--- src/rtl/adder_arbiter.sv ---
// Round-robin arbiter that time-shares one external combinational adder among
// NUM_REQ requesters, returning each result through a valid/ready response port.
module adder_arbiter #(
  parameter int DATA_WIDTH = 8,
  parameter int NUM_REQ    = 4,
  parameter int ID_WIDTH   = 2
) (
  input  logic                          clk,
  input  logic                          rst_n,
  input  logic [NUM_REQ-1:0]            req_valid,
  input  logic [NUM_REQ*DATA_WIDTH-1:0] req_a,
  input  logic [NUM_REQ*DATA_WIDTH-1:0] req_b,
  input  logic [NUM_REQ-1:0]            req_bypass,
  output logic [NUM_REQ-1:0]            req_ready,
  output logic [DATA_WIDTH-1:0]         add_a,
  output logic [DATA_WIDTH-1:0]         add_b,
  output logic                          add_clk_en,
  output logic                          add_adder_en,
  input  logic [DATA_WIDTH-1:0]         add_result,
  output logic                          rsp_valid,
  input  logic                          rsp_ready,
  output logic [ID_WIDTH-1:0]           rsp_id,
  output logic [DATA_WIDTH-1:0]         rsp_data,
  output logic                          busy
);

  typedef enum logic [1:0] {IDLE, EXEC, RESP} state_t;

  localparam logic [ID_WIDTH:0]   NUM_REQ_W = (ID_WIDTH+1)'(NUM_REQ);
  localparam logic [ID_WIDTH-1:0] LAST_ID   = ID_WIDTH'(NUM_REQ - 1);

  state_t                state;
  logic [ID_WIDTH-1:0]   ptr;
  logic [ID_WIDTH-1:0]   op_id;
  logic [DATA_WIDTH-1:0] op_a;
  logic [DATA_WIDTH-1:0] op_b;
  logic                  op_bypass;

  logic [ID_WIDTH:0]     rot_sum [NUM_REQ];
  logic [ID_WIDTH-1:0]   rot_idx [NUM_REQ];
  logic [ID_WIDTH-1:0]   winner;
  logic                  found;
  logic                  grant;

  // rot_idx[k] is the k-th requester visited when scanning upward from ptr
  generate
    for (genvar gi = 0; gi < NUM_REQ; gi++) begin : g_rot
      assign rot_sum[gi] = {1'b0, ptr} + (ID_WIDTH+1)'(gi);
      assign rot_idx[gi] = (rot_sum[gi] >= NUM_REQ_W) ? ID_WIDTH'(rot_sum[gi] - NUM_REQ_W)
                                                      : ID_WIDTH'(rot_sum[gi]);
    end
  endgenerate

  always_comb begin
    found  = 1'b0;
    winner = '0;
    for (int k = 0; k < NUM_REQ; k++) begin
      if (!found && req_valid[rot_idx[k]]) begin
        found  = 1'b1;
        winner = rot_idx[k];
      end
    end
  end

  assign grant = rst_n && (state == IDLE) && found;

  generate
    for (genvar gi = 0; gi < NUM_REQ; gi++) begin : g_ready
      assign req_ready[gi] = grant && (winner == ID_WIDTH'(gi));
    end
  endgenerate

  assign add_a        = op_a;
  assign add_b        = op_b;
  assign add_clk_en   = rst_n && (state == EXEC);
  assign add_adder_en = add_clk_en && !op_bypass;
  assign busy         = (state != IDLE);

  always_ff @(posedge clk) begin
    if (!rst_n) begin
      state     <= IDLE;
      ptr       <= '0;
      op_id     <= '0;
      op_a      <= '0;
      op_b      <= '0;
      op_bypass <= 1'b0;
      rsp_valid <= 1'b0;
      rsp_id    <= '0;
      rsp_data  <= '0;
    end else begin
      case (state)
        IDLE: begin
          if (found) begin
            op_a      <= req_a[winner*DATA_WIDTH +: DATA_WIDTH];
            op_b      <= req_b[winner*DATA_WIDTH +: DATA_WIDTH];
            op_bypass <= req_bypass[winner];
            op_id     <= winner;
            ptr       <= (winner == LAST_ID) ? '0 : winner + 1'b1;
            state     <= EXEC;
          end
        end
        EXEC: begin
          rsp_data  <= add_result;
          rsp_id    <= op_id;
          rsp_valid <= 1'b1;
          state     <= RESP;
        end
        RESP: begin
          // returning to IDLE first keeps the grant out of the handshake cycle
          if (rsp_ready) begin
            rsp_valid <= 1'b0;
            state     <= IDLE;
          end
        end
        default: state <= IDLE;
      endcase
    end
  end

endmodule
--- config.mk ---
export PLATFORM = sky130hd
export DESIGN_NAME = adder_arbiter
export DESIGN_NICKNAME = d
export VERILOG_FILES = /design/src/rtl/adder_arbiter.sv
export SDC_FILE = /design/constraint.sdc
export NUM_CORES = 1
export LEC_CHECK = 0
export ABC_AREA = 1
export BUFFER_PORTS_ARGS = -buffer_cell sky130_fd_sc_hd__buf_4
export CORE_MARGIN = 5
export CORE_UTILIZATION = 45
export DETAILED_ROUTE_END_ITERATION = 6
export PLACE_DENSITY = 0.8
export SETUP_SLACK_MARGIN = 0.05
export SKIP_CTS_REPAIR_TIMING = 1
export SYNTH_ARGS = -nofsm -noshare
export SYNTH_HDL_FRONTEND = slang
export SYNTH_SLANG_ARGS = --single-unit
--- constraint.sdc ---
create_clock -name clk -period 2.2 [get_ports clk]
set_input_delay 0.11 -clock clk [delete_from_list [all_inputs] [get_ports clk]]
set_output_delay 0.11 -clock clk [all_outputs]
set_load 0.1 [all_outputs]
==> Implementation_results.wiki <==
{| class="wikitable"
! Metric !! Value
|-
| Flop2flop setup slack || 0.15 ns
|-
| Number of distinct library cells after synthesis || 23
|-
| Number of levels the H-tree was split into || 2
|-
| Placed Area || 3200 sq um
|-
| Antenna violation net count after detailed routing || 0
|-
| Clock-pin slew on the worst setup and hold paths || 0.08 ns
|-
| Detailed Route WL || 7670 um
|-
| Required arrival time at the worst endpoint || 2.09 ns
|-
| Finished Cell Area || 3510 sq um
|-
| Total of buffers placed on input and output ports || 116
|-
| Netlist Area Pre-Place || 2220 sq um
|-
| Die height || 80.2 um
|-
| Remaining routing DRC violations || 0
|-
| Number of instances in the synthesized netlist || 378
|-
| Highest-delay cell along the critical path || sky130_fd_sc_hd__dfxtp_4
|-
| Post-synthesis area per instance || 5.87 sq um
|-
| CP arrival || 2.01 ns
|-
| Clock buffer count from CTS || 5
|-
| Final Net Count || 583
|-
| Fin crit period || 2.12 ns
|-
| Clk sinks || 34
|-
| Die Span X || 80.2 um
|-
| Initial DRC count || 152
|-
| Final worst-path cycle share || 96.2%
|-
| Combinational family with the most area after synthesis || simple AND/OR/NAND/NOR gates
|-
| Clock root buffer master || sky130_fd_sc_hd__clkbuf_8
|-
| Sequential cell area || 688 sq um
|-
| Post-synthesis net count || 461
|-
| Seq/Total Area, Yosys || 30.7%
|-
| Number of global-route vias before repair || 2640
|-
| Rel. slew slack || 64.0%
|-
| FF+latch count, synth || 34
|-
| Hold WC Path Type || in -> reg
|-
| Fillers || 407
|-
| Area share of the largest cell type after synthesis || 30.7%
|-
| Worst skew pair latency || 0.30 ns
|-
| Total die area || 6440 sq um
|-
| Final setup violation count || 0
|-
| Tightest hold margin || 0.0756 ns
|-
| Synth area leaders || sky130_fd_sc_hd__dfxtp_1 31%, sky130_fd_sc_hd__nand2_1 22%, sky130_fd_sc_hd__nand3_1 14%
|-
| Total routing resource utilization after global routing || 23.3%
|-
| Transition time at the pin with the least slew margin || 0.539 ns
|-
| Antenna violations before repair || 0
|-
| Worst Path Class, Setup || reg -> out
|-
| Global-route wire length before repair || 11900 um
|-
| Ant. Diodes || 0
|-
| Final core occ || 73.7%
|-
| Clock tree from TritonCTS || done
|-
| Maximum buffer depth of the clock tree || 2
|-
| Xor/xnor cell area share of the yosys netlist || 0%
|-
| Std cell rows || 25
|-
| Top delay family on crit path || simple AND/OR/NAND/NOR gates
|-
| CP endpoint kind || output pin
|-
| Setup repair after global routing missed its margin || true
|-
| Total vias in the final route || 2815
|-
| Mux contribution to synthesized area || 0%
|-
| DR vias/cell || 4.96
|-
| Remaining global-route overflow || 0
|-
| Pre-antenna DRT Iters || 4
|-
| Status || complete, no violations
|-
| Signed area change from the synthesized netlist to the final layout || 57.9%
|-
| Area of the core || 4750 sq um
|-
| Layout cells sized above 1 || 37.7%
|-
| Post-synth top area cell || sky130_fd_sc_hd__dfxtp_1
|-
| Total half-perimeter wirelength after legalization and detailed placement || 5800 um
|-
| Fmax achieved || 472 MHz
|-
| Worst path cell trace || buf_6, nand2_1, nand3_1, nand2_2, nor2_4, nand3_4, nand3_4, inv_4, nor3_2, buf_6
|-
| Count of buffering cells on the critical path with inverters included || 3
|-
| Fin. max-slew vios || 0
|-
| Routed length per instance || 13.5 um
|-
| Largest net degree at the start of global routing || 25
|-
| Ports || 117
|-
| Reported max-cap violation count || 0
|-
| Number of failing hold endpoints at the final stage || 0
|-
| Maximum clock skew at final layout || 0.00909 ns
|-
| Starting density of the core || 46.7%
|-
| Simple-gate share of the synthesized area || 52.6%
|-
| Longest individual stage delay on the worst path || 0.41 ns
|-
| Total of warnings raised by yosys || 0
|-
| Area occupied by multi-input gates || 1460 sq um
|-
| Compound-Gate Fraction of Synth Area || 6.43%
|-
| Synth Area in Adders || 0%
|-
| Critical-path maximum fanout || 6
|-
| Nature of the critical path startpoint || flip-flop
|-
| Final GP Congestion || 0.943
|}
-- final cells by class --
type | count | area share [%]
multi-input cells | 298 | 41.8
clock buffers | 6 | 2.36
inverters | 26 | 3.21
clock inverters | 2 | 0.357
repair buffers | 135 | 30.3
well taps | 67 | 2.39
flip-flops and latches | 34 | 19.6
-- per-stage QoR --
stage	std cells	TNS, ns	setup slack [ns]
finish	568	0	0.0831
global route	568	-0.106	-0.0411
global placement	551	0	0.150
detailed placement	551	0	0.0948
floorplan	378	-0.436	-0.436
CTS	559	-0.672	-0.257
-- cell usage in the layout, fill, tap and decap left out --
| cell | synthesis | routed |
|---|---|---|
| sky130_fd_sc_hd__a211oi_1 | 1 | 1 |
| sky130_fd_sc_hd__a21boi_2 | 0 | 1 |
| sky130_fd_sc_hd__a21oi_1 | 4 | 4 |
| sky130_fd_sc_hd__buf_12 | 0 | 3 |
| sky130_fd_sc_hd__buf_4 | 3 | 129 |
| sky130_fd_sc_hd__buf_6 | 4 | 3 |
| sky130_fd_sc_hd__clkbuf_8 | 0 | 6 |
| sky130_fd_sc_hd__clkinv_2 | 0 | 1 |
| sky130_fd_sc_hd__clkinvlp_4 | 0 | 1 |
| sky130_fd_sc_hd__dfxtp_1 | 34 | 32 |
| sky130_fd_sc_hd__dfxtp_4 | 0 | 2 |
| sky130_fd_sc_hd__inv_1 | 21 | 21 |
| sky130_fd_sc_hd__inv_2 | 5 | 1 |
| sky130_fd_sc_hd__inv_4 | 0 | 3 |
| sky130_fd_sc_hd__inv_8 | 0 | 1 |
| sky130_fd_sc_hd__nand2_1 | 129 | 112 |
| sky130_fd_sc_hd__nand2_2 | 3 | 17 |
| sky130_fd_sc_hd__nand2_4 | 0 | 2 |
| sky130_fd_sc_hd__nand2_8 | 0 | 1 |
| sky130_fd_sc_hd__nand3_1 | 63 | 61 |
| sky130_fd_sc_hd__nand3_2 | 2 | 2 |
| sky130_fd_sc_hd__nand3_4 | 1 | 3 |
| sky130_fd_sc_hd__nand4_1 | 1 | 1 |
| sky130_fd_sc_hd__nor2_1 | 63 | 59 |
| sky130_fd_sc_hd__nor2_2 | 2 | 3 |
| sky130_fd_sc_hd__nor2_4 | 2 | 6 |
| sky130_fd_sc_hd__nor2_8 | 1 | 1 |
| sky130_fd_sc_hd__nor3_2 | 0 | 2 |
| sky130_fd_sc_hd__nor3_4 | 0 | 1 |
| sky130_fd_sc_hd__o211ai_1 | 1 | 1 |
| sky130_fd_sc_hd__o21ai_0 | 20 | 20 |
-- kinds of logic (layout without fill, tap and decap cells) --
kind of cell | after synthesis | in the layout
AND/OR/NAND/NOR | 270 | 271
AO/OA/AOI/OAI | 27 | 27
flip-flops | 34 | 34
buffers and inverters | 47 | 169
-- metal layers --
layer	track usage (%)	part of all wire, %	up-vias
met4	10.3	3.4	0
met1	27.5	40	1237
li1	-	-	1440
met2	40.1	48	113
met3	5.27	8.2	25
met5	0	0	-
-- synth_stat cells --
cell,instances
sky130_fd_sc_hd__inv_1,21
sky130_fd_sc_hd__nor2_4,2
sky130_fd_sc_hd__nor2_8,1
sky130_fd_sc_hd__buf_6,4
sky130_fd_sc_hd__nor3_1,3
sky130_fd_sc_hd__clkbuf_1,6
sky130_fd_sc_hd__nand3_4,1
sky130_fd_sc_hd__nand2_2,3
sky130_fd_sc_hd__inv_2,5
sky130_fd_sc_hd__a211oi_1,1
sky130_fd_sc_hd__a21oi_1,4
sky130_fd_sc_hd__o21ai_0,20
sky130_fd_sc_hd__nand2_1,129
sky130_fd_sc_hd__buf_2,8
sky130_fd_sc_hd__o211ai_1,1
sky130_fd_sc_hd__nor2_1,63
sky130_fd_sc_hd__nor2_2,2
sky130_fd_sc_hd__a21boi_1,1
sky130_fd_sc_hd__nand4_1,1
sky130_fd_sc_hd__dfxtp_1,34
sky130_fd_sc_hd__buf_4,3
sky130_fd_sc_hd__nand3_1,63
sky130_fd_sc_hd__nand3_2,2
-- worst register-to-register path, delay by kind of cell, from the launching register on --
family / cells / cell delay (ns)
simple gates: 8 / 0.66
flops: 1 / 0.39
buf+inv: 5 / 0.73
compound gates: 1 / 0.16
-- path summary, 6_finish.rpt --
path,from,end,cells after the start
max,ptr[0]$_SDFFE_PN0P_,req_ready[0],10
min,add_result[4],rsp_data[4]$_SDFFE_PN0P_,3
max reg2reg,ptr[0]$_SDFFE_PN0P_,add_b[1]$_SDFFE_PN0P_,14
min reg2reg,rsp_data[0]$_SDFFE_PN0P_,rsp_data[0]$_SDFFE_PN0P_,2
-- registers in the layout, summed over array words and instances (netlist names) --
register	flops
op_bypass	1
add_a	8
state	2
ptr	2
rsp_id	2
op_id	2
rsp_valid	1
rsp_data	8
add_b	8
Power is not shown: default switching activity piles up to over one toggle a cycle in this logic, so the estimate is an artifact.
